### config.mk
export PLATFORM = sky130hd
export DESIGN_NAME = my_bin2bcd
export DESIGN_NICKNAME = d
export VERILOG_FILES = /design/src/rtl/my_bin2bcd_pkg.sv /design/src/rtl/my_bcd_adj3.sv /design/src/rtl/my_bin2bcd.sv
export SDC_FILE = /design/constraint.sdc
export NUM_CORES = 1
export LEC_CHECK = 0
export CAP_MARGIN = 25
export CORE_AREA = 5 5 79 81
export DETAILED_ROUTE_END_ITERATION = 6
export DIE_AREA = 0 0 84 86
export PLACE_DENSITY = 0.74
export REMOVE_ABC_BUFFERS = 1
export SLEW_MARGIN = 20
export SYNTH_ARGS = -nofsm -noshare
export SYNTH_HDL_FRONTEND = slang
export SYNTH_HIERARCHICAL = 1
export SYNTH_SLANG_ARGS = --single-unit
### constraint.sdc
create_clock -name clk -period 2.44 [get_ports clk]
set_input_delay 0.244 -clock clk [delete_from_list [all_inputs] [get_ports clk]]
set_output_delay 0.244 -clock clk [all_outputs]
set_load 0.05 [all_outputs]
### src/rtl/my_bin2bcd_pkg.sv
// my_bin2bcd_pkg
//   Shared constants and helpers for the binary-to-BCD converter.
//   - BCD_W       : bits per BCD digit (4)
//   - ADJ_THRESH  : digit value at or above which +3 is applied before a shift (5)
//   - MAX_DIGITS  : widest digit count the all-nines generator supports
//   - all_nines() : packed pattern with the low n digits set to 9, used as the
//                   saturated result when a conversion overflows
//   - state_t     : converter FSM states
package my_bin2bcd_pkg;

   localparam int unsigned BCD_W      = 4;
   localparam int unsigned ADJ_THRESH = 5;
   localparam int unsigned MAX_DIGITS = 32;

   typedef enum logic {
      ST_IDLE,
      ST_CONV
   } state_t;

   function automatic logic [MAX_DIGITS*BCD_W-1:0] all_nines(input int unsigned n);
      logic [MAX_DIGITS*BCD_W-1:0] r;
      r = '0;
      for (int unsigned i = 0; i < MAX_DIGITS; i++) begin
         if (i < n) begin
            r[i*BCD_W +: BCD_W] = 4'h9;
         end
      end
      return r;
   endfunction

endpackage

### src/rtl/my_bcd_adj3.sv
// my_bcd_adj3
//   Combinational double-dabble digit correction: a digit of 5 or more gets +3
//   so that the following left shift carries correctly into the next digit.
//   Ports:
//     digit : in,  one BCD digit from the scratch register
//     adj   : out, corrected digit (4-bit wrap, no carry out)
module my_bcd_adj3
   import my_bin2bcd_pkg::*;
(
   input  logic [BCD_W-1:0] digit,
   output logic [BCD_W-1:0] adj
);

   assign adj = (digit >= BCD_W'(ADJ_THRESH)) ? digit + BCD_W'(3) : digit;

endmodule

### src/rtl/my_bin2bcd.sv
// my_bin2bcd
//   Sequential binary-to-BCD converter (shift-and-add-3, one bit per clock).
//   A conversion takes W shift edges after the accepting edge; the result is
//   held on bcd until the next done pulse. Values >= 10^N saturate to all nines
//   with ovf set.
//   Parameters:
//     W : binary input width (1..32)
//     N : number of BCD digits, digit 0 in bcd[3:0]
//   Ports:
//     clk      : rising-edge clock
//     rst      : asynchronous active-high reset
//     start    : request a conversion (sampled only while idle)
//     bin      : value to convert, captured on the accepting edge
//     busy     : conversion in progress
//     done     : one-cycle pulse when bcd/ovf/digit_en have just updated
//     bcd      : packed BCD result
//     ovf      : last result overflowed
//     digit_en : per-digit display enable
//   Build option:
//     MY_BIN2BCD_LZB_EN : when defined, digit_en blanks leading zero digits
//                         (digit 0 always enabled); otherwise digit_en is all ones.
module my_bin2bcd
   import my_bin2bcd_pkg::*;
#(
   parameter int unsigned W = 14,
   parameter int unsigned N = 4
) (
   input  logic             clk,
   input  logic             rst,
   input  logic             start,
   input  logic [W-1:0]     bin,
   output logic             busy,
   output logic             done,
   output logic [N*4-1:0]   bcd,
   output logic             ovf,
   output logic [N-1:0]     digit_en
);

   localparam int unsigned CNT_W = $clog2(W + 1);
   localparam int unsigned BCD_BITS = N * BCD_W;
   localparam logic [MAX_DIGITS*BCD_W-1:0] NINES_FULL = all_nines(N);
   localparam logic [BCD_BITS-1:0] NINES = NINES_FULL[BCD_BITS-1:0];

   state_t              state_q, state_d;
   logic [CNT_W-1:0]    cnt_q;
   logic [BCD_BITS-1:0] scr_q;
   logic [W-1:0]        shf_q;
   logic                sticky_q;

   logic                accept, last;
   logic [BCD_BITS-1:0] adj_all;
   logic [BCD_BITS-1:0] scr_nxt;
   logic [W-1:0]        shf_nxt;
   logic                out_bit;
   logic                sticky_nxt;
   logic [BCD_BITS-1:0] res_nxt;

   for (genvar g = 0; g < N; g++) begin : g_adj
      my_bcd_adj3 u_adj (
         .digit (scr_q[g*BCD_W +: BCD_W]),
         .adj   (adj_all[g*BCD_W +: BCD_W])
      );
   end

   // Add-3 first, then shift the combined {scratch, shift} register; the bit
   // leaving the top digit would belong to digit N, i.e. the value is >= 10^N.
   assign {out_bit, scr_nxt, shf_nxt} = {adj_all, shf_q, 1'b0};
   assign sticky_nxt = sticky_q | out_bit;
   assign res_nxt    = sticky_nxt ? NINES : scr_nxt;

   always_comb begin
      state_d = state_q;
      accept  = 1'b0;
      last    = 1'b0;
      case (state_q)
         ST_IDLE: begin
            if (start) begin
               accept  = 1'b1;
               state_d = ST_CONV;
            end
         end
         ST_CONV: begin
            if (cnt_q == CNT_W'(1)) begin
               last    = 1'b1;
               state_d = ST_IDLE;
            end
         end
         default: state_d = ST_IDLE;
      endcase
   end

   assign busy = (state_q == ST_CONV);

   always_ff @(posedge clk or posedge rst) begin
      if (rst) begin
         state_q <= ST_IDLE;
      end else begin
         state_q <= state_d;
      end
   end

   always_ff @(posedge clk or posedge rst) begin
      if (rst) begin
         cnt_q    <= '0;
         scr_q    <= '0;
         shf_q    <= '0;
         sticky_q <= 1'b0;
         done     <= 1'b0;
         bcd      <= '0;
         ovf      <= 1'b0;
      end else begin
         done <= last;
         if (accept) begin
            cnt_q    <= CNT_W'(W);
            scr_q    <= '0;
            shf_q    <= bin;
            sticky_q <= 1'b0;
         end else if (busy) begin
            cnt_q    <= cnt_q - CNT_W'(1);
            scr_q    <= scr_nxt;
            shf_q    <= shf_nxt;
            sticky_q <= sticky_nxt;
         end
         if (last) begin
            bcd <= res_nxt;
            ovf <= sticky_nxt;
         end
      end
   end

`ifdef MY_BIN2BCD_LZB_EN
   localparam logic [N-1:0] DEN_RST = N'(1);

   logic [N-1:0] den_nxt;

   // Walk from the top digit down: once a nonzero digit is seen, it and every
   // lower digit are shown.
   always_comb begin
      logic seen;
      seen    = 1'b0;
      den_nxt = '0;
      for (int unsigned k = N; k > 0; k--) begin
         if (res_nxt[(k-1)*BCD_W +: BCD_W] != '0) begin
            seen = 1'b1;
         end
         den_nxt[k-1] = seen;
      end
      den_nxt[0] = 1'b1;
   end

   always_ff @(posedge clk or posedge rst) begin
      if (rst) begin
         digit_en <= DEN_RST;
      end else if (last) begin
         digit_en <= den_nxt;
      end
   end
`else
   assign digit_en = '1;
`endif

endmodule

; After elaboration in Yosys (flattened, before gate mapping)
; Index checks and enable logic that the tools add are counted.
[word_totals]
regBits = 54
latch_bits = 0
ramBits = 0
mem_bits_ro = 0
input_bits = 17
output_inout_bits = 23
wordCells = 40
mem_count = 0
[classes]
addsub = 5
mul = 0
div = 0
n_lt_le_gt_ge = 4
n_eq_ne = 1
shift = 0
muxes = 19
n_bitwise = 2
reduce_logical = 1
[ops]
columns = cell, n
row1 = $mux W16, 3
row2 = $mux W14, 2
row3 = $mux W4, 6
row4 = $add A4 B2 Y4 const B, 4
row5 = $ge A4 B3 Y1 const B, 4
row6 = $mux W1, 7
row7 = $eq A4 B1 Y1 const B, 1
row8 = $sub A4 B1 Y4 const B, 1
row9 = $pmux W1 S2, 1
row10 = $reduce_bool A2 Y1, 1
row11 = $not A1 Y1, 1
row12 = $or A1 B1 Y1, 1

; Depth between registers and ports, before layout
; Gate-level depths: netlist (run 1).
[logic_depth]
depth_word = 5
ltp_mapped = 8
mapped_depth_nobuf = 7

; Cells and area by module
; The synthesis (run 1) kept the hierarchy.
[modules_own_cells]
columns = module, instances, cells_per_inst, area_each_um2, seq_area_each_um2
row1 = my_bin2bcd, 1, 207, 2422.3, 1351.3
row2 = my_bcd_adj3, 4, 16, 101.3, 0.0

; Worst setup path before layout (run 1)
; No wires, ideal clock.
[synth_path]
path_type = flip-flop to flip-flop
start = register scr_q[12]
end = register bcd[0]
setup_time_ns = 0.125
arrival_time_ns = 1.735
t_required_ns = 2.315
path_slack_ns = 0.580
stages_incl_launch_ff = 8
n_path_buf = 1
period_less_slack_ns = 1.860
cell_sequence = dfrtp_1 ha_1 nand2b_1 nand2b_1 o21ai_1 clkbuf_1 or3_1 mux2_4
[synth_via]
elab_chain_cells = 4
word_cells_on_any_way = 5
classes_between = add/sub (1) / order compare (1) / mux (2) / bitwise (1)
[synth_lines]
columns = element, line
row1 = "start, declared", my_bin2bcd.sv:46  ; logic [BCD_BITS-1:0] scr_q;
row2 = "start signal, assigned", my_bin2bcd.sv:120  ; scr_q <= scr_nxt;
row3 = $add A4 B2 Y4 / $ge A4 B3 Y1 (equally long branches), my_bcd_adj3.sv:14  ; assign adj = (digit >= BCD_W'(ADJ_THRESH)) ? digit + BCD_W'(3) : digit;
row4 = $mux W4 (*), my_bcd_adj3.sv:14
row5 = net adj_all[15], my_bin2bcd.sv:51  ; logic [BCD_BITS-1:0] adj_all;
row6 = $or A1 B1 Y1 (*), my_bin2bcd.sv:68  ; assign sticky_nxt = sticky_q | out_bit;
row7 = $mux W16 (*), my_bin2bcd.sv:69  ; assign res_nxt = sticky_nxt ? NINES : scr_nxt;
row8 = "end signal, assigned", my_bin2bcd.sv:125  ; bcd <= res_nxt;
row9 = "end, declared", my_bin2bcd.sv:34  ; output logic [N*4-1:0] bcd,
; The timed path passes the listed nets; every way through them passes the cells marked *.
; A chain may end at the register's enable or synchronous reset.

; Worst setup path in the final report (run 1)
[layout_path]
start = register scr_q[12]
end = register bcd[15]
; The elaborated chain is that of the path after synthesis.

==> results by group, run 1 <==
Status
  – Run status: finished clean

Drt
  – Number of DRC markers after the initial detailed-route iteration: 85
  – Top layer reached by signal wires: met4
  – Detailed route wirelength on metal2: 2.25 mm
  – Final Routed Wirelength: 4.93 mm
  – Post-route met1 wirelength: 2.32 mm
  – Detail-routed via count per cell: 5.19
  – Count of antenna-violating nets left after detailed routing: 0
  – Detailed-router iteration count before antenna repair: 4
  – Detailed route wirelength on metal3: 293 µm
  – Total number of vias: 1963
  – Drt wl/cell: roughly 13 µm
  – DRC viols: 0

Pwr
  – Internal: 0.00253 W
  – Clock power frac: 0.114
  – Switching share of power: 0.433
  – Overall power: roughly 0.0045 W
  – Part of the power in combinational logic: 0.526
  – Peak ir drop on the vdd network: about 680 µV
  – Leakage power of the design: 1.49 nW
  – Power per Cell Area: 1340 mW/mm²
  – Sequential Power Share: 0.360
  – Switching power total: approximately 0.0019 W

Setup path
  – Biggest cell delay along the critical path: 0.43 ns
  – Critical Path RT: around 2.6 ns
  – CP endpoint kind: flip-flop
  – Cells along the critical path: ha_1 -> nand2b_1 -> nand2b_1 -> o21ai_1 -> buf_4 -> or3_1 -> mux2_4
  – Data arrival time at the worst-slack endpoint: 2.08 ns
  – Highest-delay cell along the critical path: sky130_fd_sc_hd__dfrtp_1
  – Startpoint-to-endpoint class of the critical path: reg2reg
  – Family of cells with the greatest summed delay on the critical path: simple AND/OR/NAND/NOR gates
  – Startpoint class of the critical path: flip-flop
  – Critical path buffers and inverters: 1
  – Most common cell type on the critical path: sky130_fd_sc_hd__nand2b_1
  – Largest fanout on the critical path: 17

Clock network
  – Max H-tree Level: 2
  – Number of buffers created by CTS: 5
  – Clock transition at path regs: around 0.090 ns
  – CTS max path bufs: 2
  – Total of cells resized after clock tree synthesis: 0
  – Library cell used as clock root buffer: sky130_fd_sc_hd__clkbuf_8
  – Count of hold-fix buffers inserted at cts: 0
  – Number of buffers inserted by post-CTS setup repair: 0
  – Clk sink count: 54
  – Clk_lat worst skew: 0.30 ns
  – Clock tree from TritonCTS: yes

Timing
  – Achievable clock frequency: 531 MHz
  – RSZ-0062 raised after global routing: no
  – Setup skew after layout: 0.00645 ns
  – Post-route clock period utilization: 0.772
  – Count of endpoints failing setup in the final report: 0
  – Final period demand of the worst path: 1.88 ns
  – Final hold slack: 0.435 ns
  – Final number of max-transition violations: 0
  – Pin slew with the least headroom to its limit: 0.676 ns
  – Rel. slew slack: 0.549
  – Final-report hold violation count: 0

Synth
  – Share of the synthesized area in the top cell type: 0.478
  – FFs w/ async S/R, synth: 1.00
  – Most frequent cell after synthesis: sky130_fd_sc_hd__dfrtp_1
  – Synth Cell Area: between 0.002 and 0.003 mm²
  – Gate Count Post-Synth: 271
  – Synth Area per Inst: around 10 µm²
  – Top_reg_cell synth: sky130_fd_sc_hd__dfrtp_1
  – Number of synthesized register bits: 54
  – Number of synthesized flops with an enable pin: 0
  – Most used standard cells in the synthesized netlist: sky130_fd_sc_hd__dfrtp_1 (54), sky130_fd_sc_hd__nand2_1 (41), sky130_fd_sc_hd__o21ai_0 (29)
  – Post-synthesis cell type with the largest combined area: sky130_fd_sc_hd__dfrtp_1
  – Library cells used by synthesis: 30
  – Yosys Warn Count: 6
  – Dominant cells by area after synthesis: sky130_fd_sc_hd__dfrtp_1 (48%), sky130_fd_sc_hd__mux2i_1 (6.4%), sky130_fd_sc_hd__nand2_1 (5.4%)
  – Sequential-to-total area share from yosys stat: 0.478

Global route
  – Number of global-route vias before repair: 1879
  – Overall overflow remaining after global route: 0
  – Global-route wire length before repair: around 8.6 mm
  – Maximum number of pins on one net before global-route repair: 55
  – GRT Total Usage: 0.146
  – Initial antenna violation count: 0

Finish
  – Area growth syn-to-layout: 17.5%
  – Final nets: 332
  – Non-filler cells, final: 378
  – Count of fill cells added during filler insertion: 463
  – Fin util: 0.615
  – Layout cells sized above 1: 0.131
  – Number of antenna diodes: 0
  – Design area: ~0.0033 mm²

Die
  – Overall die area: 0.00722 mm²
  – Vertical extent of the die: roughly 86 µm
  – Effective utilization at floorplan: 0.523
  – Area inside the core boundary: 0.00541 mm²
  – Number of core rows: 27
  – Die Span X: 84 µm
  – Ports placed on the boundary: 40

Place
  – Cell Count Post-Placement: 370
  – Routability congestion estimate: slightly above 0.8
  – Number of buffer cells added on primary ports: 35
  – HPWL after DPL: about 3.4 mm
  – Placed Area: roughly 0.0032 mm²

Job
  – Number of max-capacitance violations reported: 0

Hold path
  – Min-Delay Path Class: in2async
[power by group through the flow]
stage          registers, W  logic, W  clock network (W)
2_1_floorplan       0.00207   0.00124                  0
3_3_place_gp        0.00162   0.00230                  0
3_5_place_dp        0.00162   0.00236                  0
4_1_cts             0.00161   0.00237           0.000533
5_1_grt             0.00167   0.00259           0.000564
6_report            0.00160   0.00234           0.000508
[cells by family (layout without fill, tap and decap cells)]
logic type | Yosys count | in the layout | synth area share
XOR/XNOR | 5 | 5 | 0.0155
multiplexers | 36 | 36 | 0.146
buffers and inverters | 30 | 62 | 0.0553
adder cells (fa/ha/maj) | 10 | 10 | 0.0442
flip-flops | 54 | 54 | 0.478
other | 1 | 4 | 0.00133
AO/OA/AOI/OAI | 46 | 46 | 0.0956
AND/OR/NAND/NOR | 89 | 89 | 0.164
[stage by stage]
stage	setup WS, ns	TNS, ns
3_3_place_gp	0.605	0
4_1_cts	0.541	0
2_1_floorplan	-0.536	-9.09
3_5_place_dp	0.555	0
6_report	0.556	0
5_1_grt	0.467	0
[tightest hold or removal path: stages]
cell and delay [ns]:
sky130_fd_sc_hd__clkdlybuf4s50_1 0.41, sky130_fd_sc_hd__inv_2 0.05, sky130_fd_sc_hd__buf_4 0.54
[routing by layer]
metal / up-vias / track usage
li1: 967 / -
met1: 943 / 0.191
met2: 45 / 0.232
met3: 8 / 0.0403
met4: 0 / 0.0556
met5: - / 0
[worst paths after layout]
kind	startpoint	to	slack, ns	cells after the start
max in group asynchronous	rst	bcd[1]	1.55	3
worst min-delay path	rst	shf_q[8]	0.44	3
worst max-delay path	scr_q[12]	bcd[15]	0.56	7
worst min register to register	shf_q[7]	shf_q[8]	0.48	2
worst max register to register	scr_q[12]	bcd[15]	0.56	7
min in group clk	shf_q[7]	shf_q[8]	0.48	2
[state kept, by name, indices dropped and copies added (netlist names)]
register	flops
bcd	16
scr_q	16
shf_q	14
cnt_q	4
busy	1
done	1
ovf	1
sticky_q	1
[cell usage in the layout, fill, tap and decap left out, types with 2 or more instances in the layout]
master | synthesis | final
sky130_fd_sc_hd__a21oi_2 | 4 | 4
sky130_fd_sc_hd__a22o_1 | 5 | 5
sky130_fd_sc_hd__buf_4 | 4 | 7
sky130_fd_sc_hd__clkbuf_8 | 0 | 6
sky130_fd_sc_hd__clkdlybuf4s50_1 | 0 | 34
sky130_fd_sc_hd__conb_1 | 1 | 4
sky130_fd_sc_hd__dfrtp_1 | 54 | 54
sky130_fd_sc_hd__ha_1 | 10 | 10
sky130_fd_sc_hd__inv_1 | 12 | 11
sky130_fd_sc_hd__mux2_2 | 10 | 10
sky130_fd_sc_hd__mux2_4 | 8 | 8
sky130_fd_sc_hd__mux2i_1 | 18 | 18
sky130_fd_sc_hd__nand2_1 | 41 | 41
sky130_fd_sc_hd__nand2b_1 | 20 | 20
sky130_fd_sc_hd__nor2_1 | 7 | 7
sky130_fd_sc_hd__nor3_1 | 2 | 2
sky130_fd_sc_hd__nor3b_1 | 8 | 8
sky130_fd_sc_hd__o21ai_0 | 29 | 29
sky130_fd_sc_hd__o21ai_1 | 4 | 4
sky130_fd_sc_hd__or3_1 | 8 | 8
sky130_fd_sc_hd__xnor2_1 | 5 | 5
[cell type report]
| type | count | area (µm²) | area share |
|---|---|---|---|
| clock buffers | 7 | 86.3 | 0.0260 |
| clock inverters | 1 | 5.00 | 0.00151 |
| inverters | 12 | 45.0 | 0.0136 |
| multi-input cells | 190 | 1330 | 0.401 |
| flip-flops and latches | 54 | 1350 | 0.407 |
| well taps | 72 | 90.1 | 0.0271 |
| repair buffers | 42 | 413 | 0.124 |
Power figures use the tool's default switching activity.
==> inputs of run 2 (changes only) <==
==> constraint.sdc (replaced) <==
create_clock -name clk -period 1.9 [get_ports clk]
set_input_delay 0.19 -clock clk [delete_from_list [all_inputs] [get_ports clk]]
set_output_delay 0.19 -clock clk [all_outputs]
set_load 0.05 [all_outputs]
==> run 2 against run 1 <==
Net effect: final cell count rose by 0.79%; global-route usage increased by 0.83 points; via count is 0.46% lower; fmax increased by 4.9%; largest power group unchanged; largest cell class is now multi-input combinational cells.
==> results by group, run 2 (synthesis gave the netlist of run 1 again) <==
Drt
  – Final Routed Wirelength: 5.17 mm
  – Detail-routed via count per cell: 5.13
  – Drt wl/cell: 13.6 µm
  – Detailed-router iteration count before antenna repair: 4
  – Total number of vias: 1954
  – Number of DRC markers after the initial detailed-route iteration: 77
  – DRC viols: 0
  – Count of antenna-violating nets left after detailed routing: 0

Place
  – Number of buffer cells added on primary ports: 35
  – HPWL after DPL: 3.56 mm
  – Routability congestion estimate: 0.789
  – Placed Area: 0.00326 mm²

Die
  – Area inside the core boundary: 0.00541 mm²
  – Vertical extent of the die: about 86 µm
  – Effective utilization at floorplan: 0.523
  – Die Span X: 84 µm
  – Overall die area: 0.00722 mm²
  – Ports placed on the boundary: 40
  – Number of core rows: 27

Global route
  – Maximum number of pins on one net before global-route repair: 55
  – GRT Total Usage: 0.155
  – Initial antenna violation count: 0
  – Overall overflow remaining after global route: 0
  – Number of global-route vias before repair: between 1500 and 2000
  – Global-route wire length before repair: 9.09 mm

Finish
  – Final nets: 336
  – Layout cells sized above 1: 0.155
  – Most frequent standard cell in the layout excluding fill and tap cells: sky130_fd_sc_hd__dfrtp_1
  – Biggest registers after layout: bcd (16), scr_q (16), shf_q (14)
  – Area growth syn-to-layout: 20.0%
  – Design area: 0.00339 mm²
  – Leading cell types in the layout, fill and taps excluded: sky130_fd_sc_hd__dfrtp_1 (54), sky130_fd_sc_hd__nand2_1 (41), sky130_fd_sc_hd__clkdlybuf4s50_1 (34)
  – Number of antenna diodes: 0

Clock network
  – Clk sink count: 54
  – CTS max path bufs: 2
  – Clock transition at path regs: 0.10 ns
  – Number of buffers created by CTS: 5
  – Clock tree from TritonCTS: yes
  – Max H-tree Level: 2
  – Clk_lat worst skew: 0.30 ns
  – Library cell used as clock root buffer: sky130_fd_sc_hd__clkbuf_8
  – Count of hold-fix buffers inserted at cts: 0

Setup path
  – Length in cells of the worst reg-to-reg path: 8
  – Startpoint-to-endpoint class of the critical path: reg2reg
  – Data arrival time at the worst-slack endpoint: roughly 2.0 ns
  – Beginning of the worst register-to-register path: scr_q[13]
  – Reg2Reg Setup Slack: 0.10 ns
  – Startpoint class of the critical path: flip-flop
  – Critical Path RT: 2.08 ns
  – Capture point of the worst reg-to-reg path: bcd[15]
  – CP endpoint kind: flip-flop
  – Largest fanout on the critical path: 5

Timing
  – Rel. slew slack: 0.654
  – Final number of max-transition violations: 0
  – Final period demand of the worst path: 1.80 ns
  – Count of endpoints failing setup in the final report: 0
  – Achievable clock frequency: 557 MHz
  – Post-route clock period utilization: 0.945
  – Final-report hold violation count: 0
  – Pin slew with the least headroom to its limit: 0.518 ns
  – RSZ-0062 raised after global routing: no
  – Setup skew after layout: 0.0120 ns

Pwr
  – Peak ir drop on the vdd network: around 900 µV
  – Overall power: 0.00589 W
  – Leakage power of the design: 1.50 nW
  – Power per Cell Area: 1740 mW/mm²

Hold path
  – Min-Delay Path Class: in2async

Status
  – Run status: finished clean

Job
  – Number of max-capacitance violations reported: 0
==> run 2: area by class of cell <==
type                       instances  area (µm²)
multi-input combinational        190        1360
timing repair buffer              46         465
tap                               72        90.1
inverter                          12        45.0
clock buffer                       6        72.6
sequential                        54        1350
fill                             454        2010
clock inverter                     1        7.51
==> run 2: through the flow <==
stage / setup slack, ns / hold slack, ns / util / std cells / TNS [ns]
floorplan: -1.08 / 0.346 / - / 256 / -20.61
global placement: 0.0762 / 0.460 / 0.604 / 371 / 0
detailed placement: 0.0473 / 0.471 / 0.604 / 371 / 0
CTS: 0.0318 / 0.260 / 0.619 / 378 / 0
global route: 0.00202 / 0.280 / 0.628 / 381 / 0
finish: 0.104 / 0.248 / 0.628 / 381 / 0
==> run 2: what timing repair did <==
action	CTS	global route
endpoints found under the setup margin	0	12
gates resized for setup	0	7
buffers inserted	0	2
==> run 2: worst max path at each step <==
stage                     startpoint  endpoint  cells past startpoint
final                      scr_q[13]   bcd[15]                      8
after global routing       scr_q[13]   bcd[15]                      8
after CTS                  scr_q[12]   bcd[15]                      7
after detailed placement   scr_q[12]   bcd[15]                      7
after global placement     scr_q[12]   bcd[15]                      7
after floorplan                 busy   bcd[10]                      2
==> run 2: worst max-delay path: stages (launching register included) <==
cell and delay [ns]:
sky130_fd_sc_hd__dfrtp_1 0.38, sky130_fd_sc_hd__inv_2 0.07, sky130_fd_sc_hd__ha_1 0.18, sky130_fd_sc_hd__nand2b_4 0.14, sky130_fd_sc_hd__nand2b_1 0.06, sky130_fd_sc_hd__o21ai_1 0.08, sky130_fd_sc_hd__buf_4 0.17, sky130_fd_sc_hd__or3_1 0.36
sky130_fd_sc_hd__mux2_4 0.26
==> run 2: power breakdown <==
group | internal [W] | switching, W | total, W | leakage [nW]
clock network | 0.000254 | 0.000362 | 0.000616 | 0.0373
logic | 0.00143 | 0.00176 | 0.00319 | 0.801
registers | 0.00164 | 0.000442 | 0.00208 | 0.665
total | 0.00333 | 0.00256 | 0.00589 | 1.50
==> run 2: metal layers <==
metal / vias to the layer above / share of wire / GRT usage
met2: 48 / 0.46 / 0.249
met4: 0 / 0.0054 / 0.0409
met5: - / 0 / 0
li1: 980 / - / -
met1: 924 / 0.47 / 0.203
met3: 2 / 0.063 / 0.0480
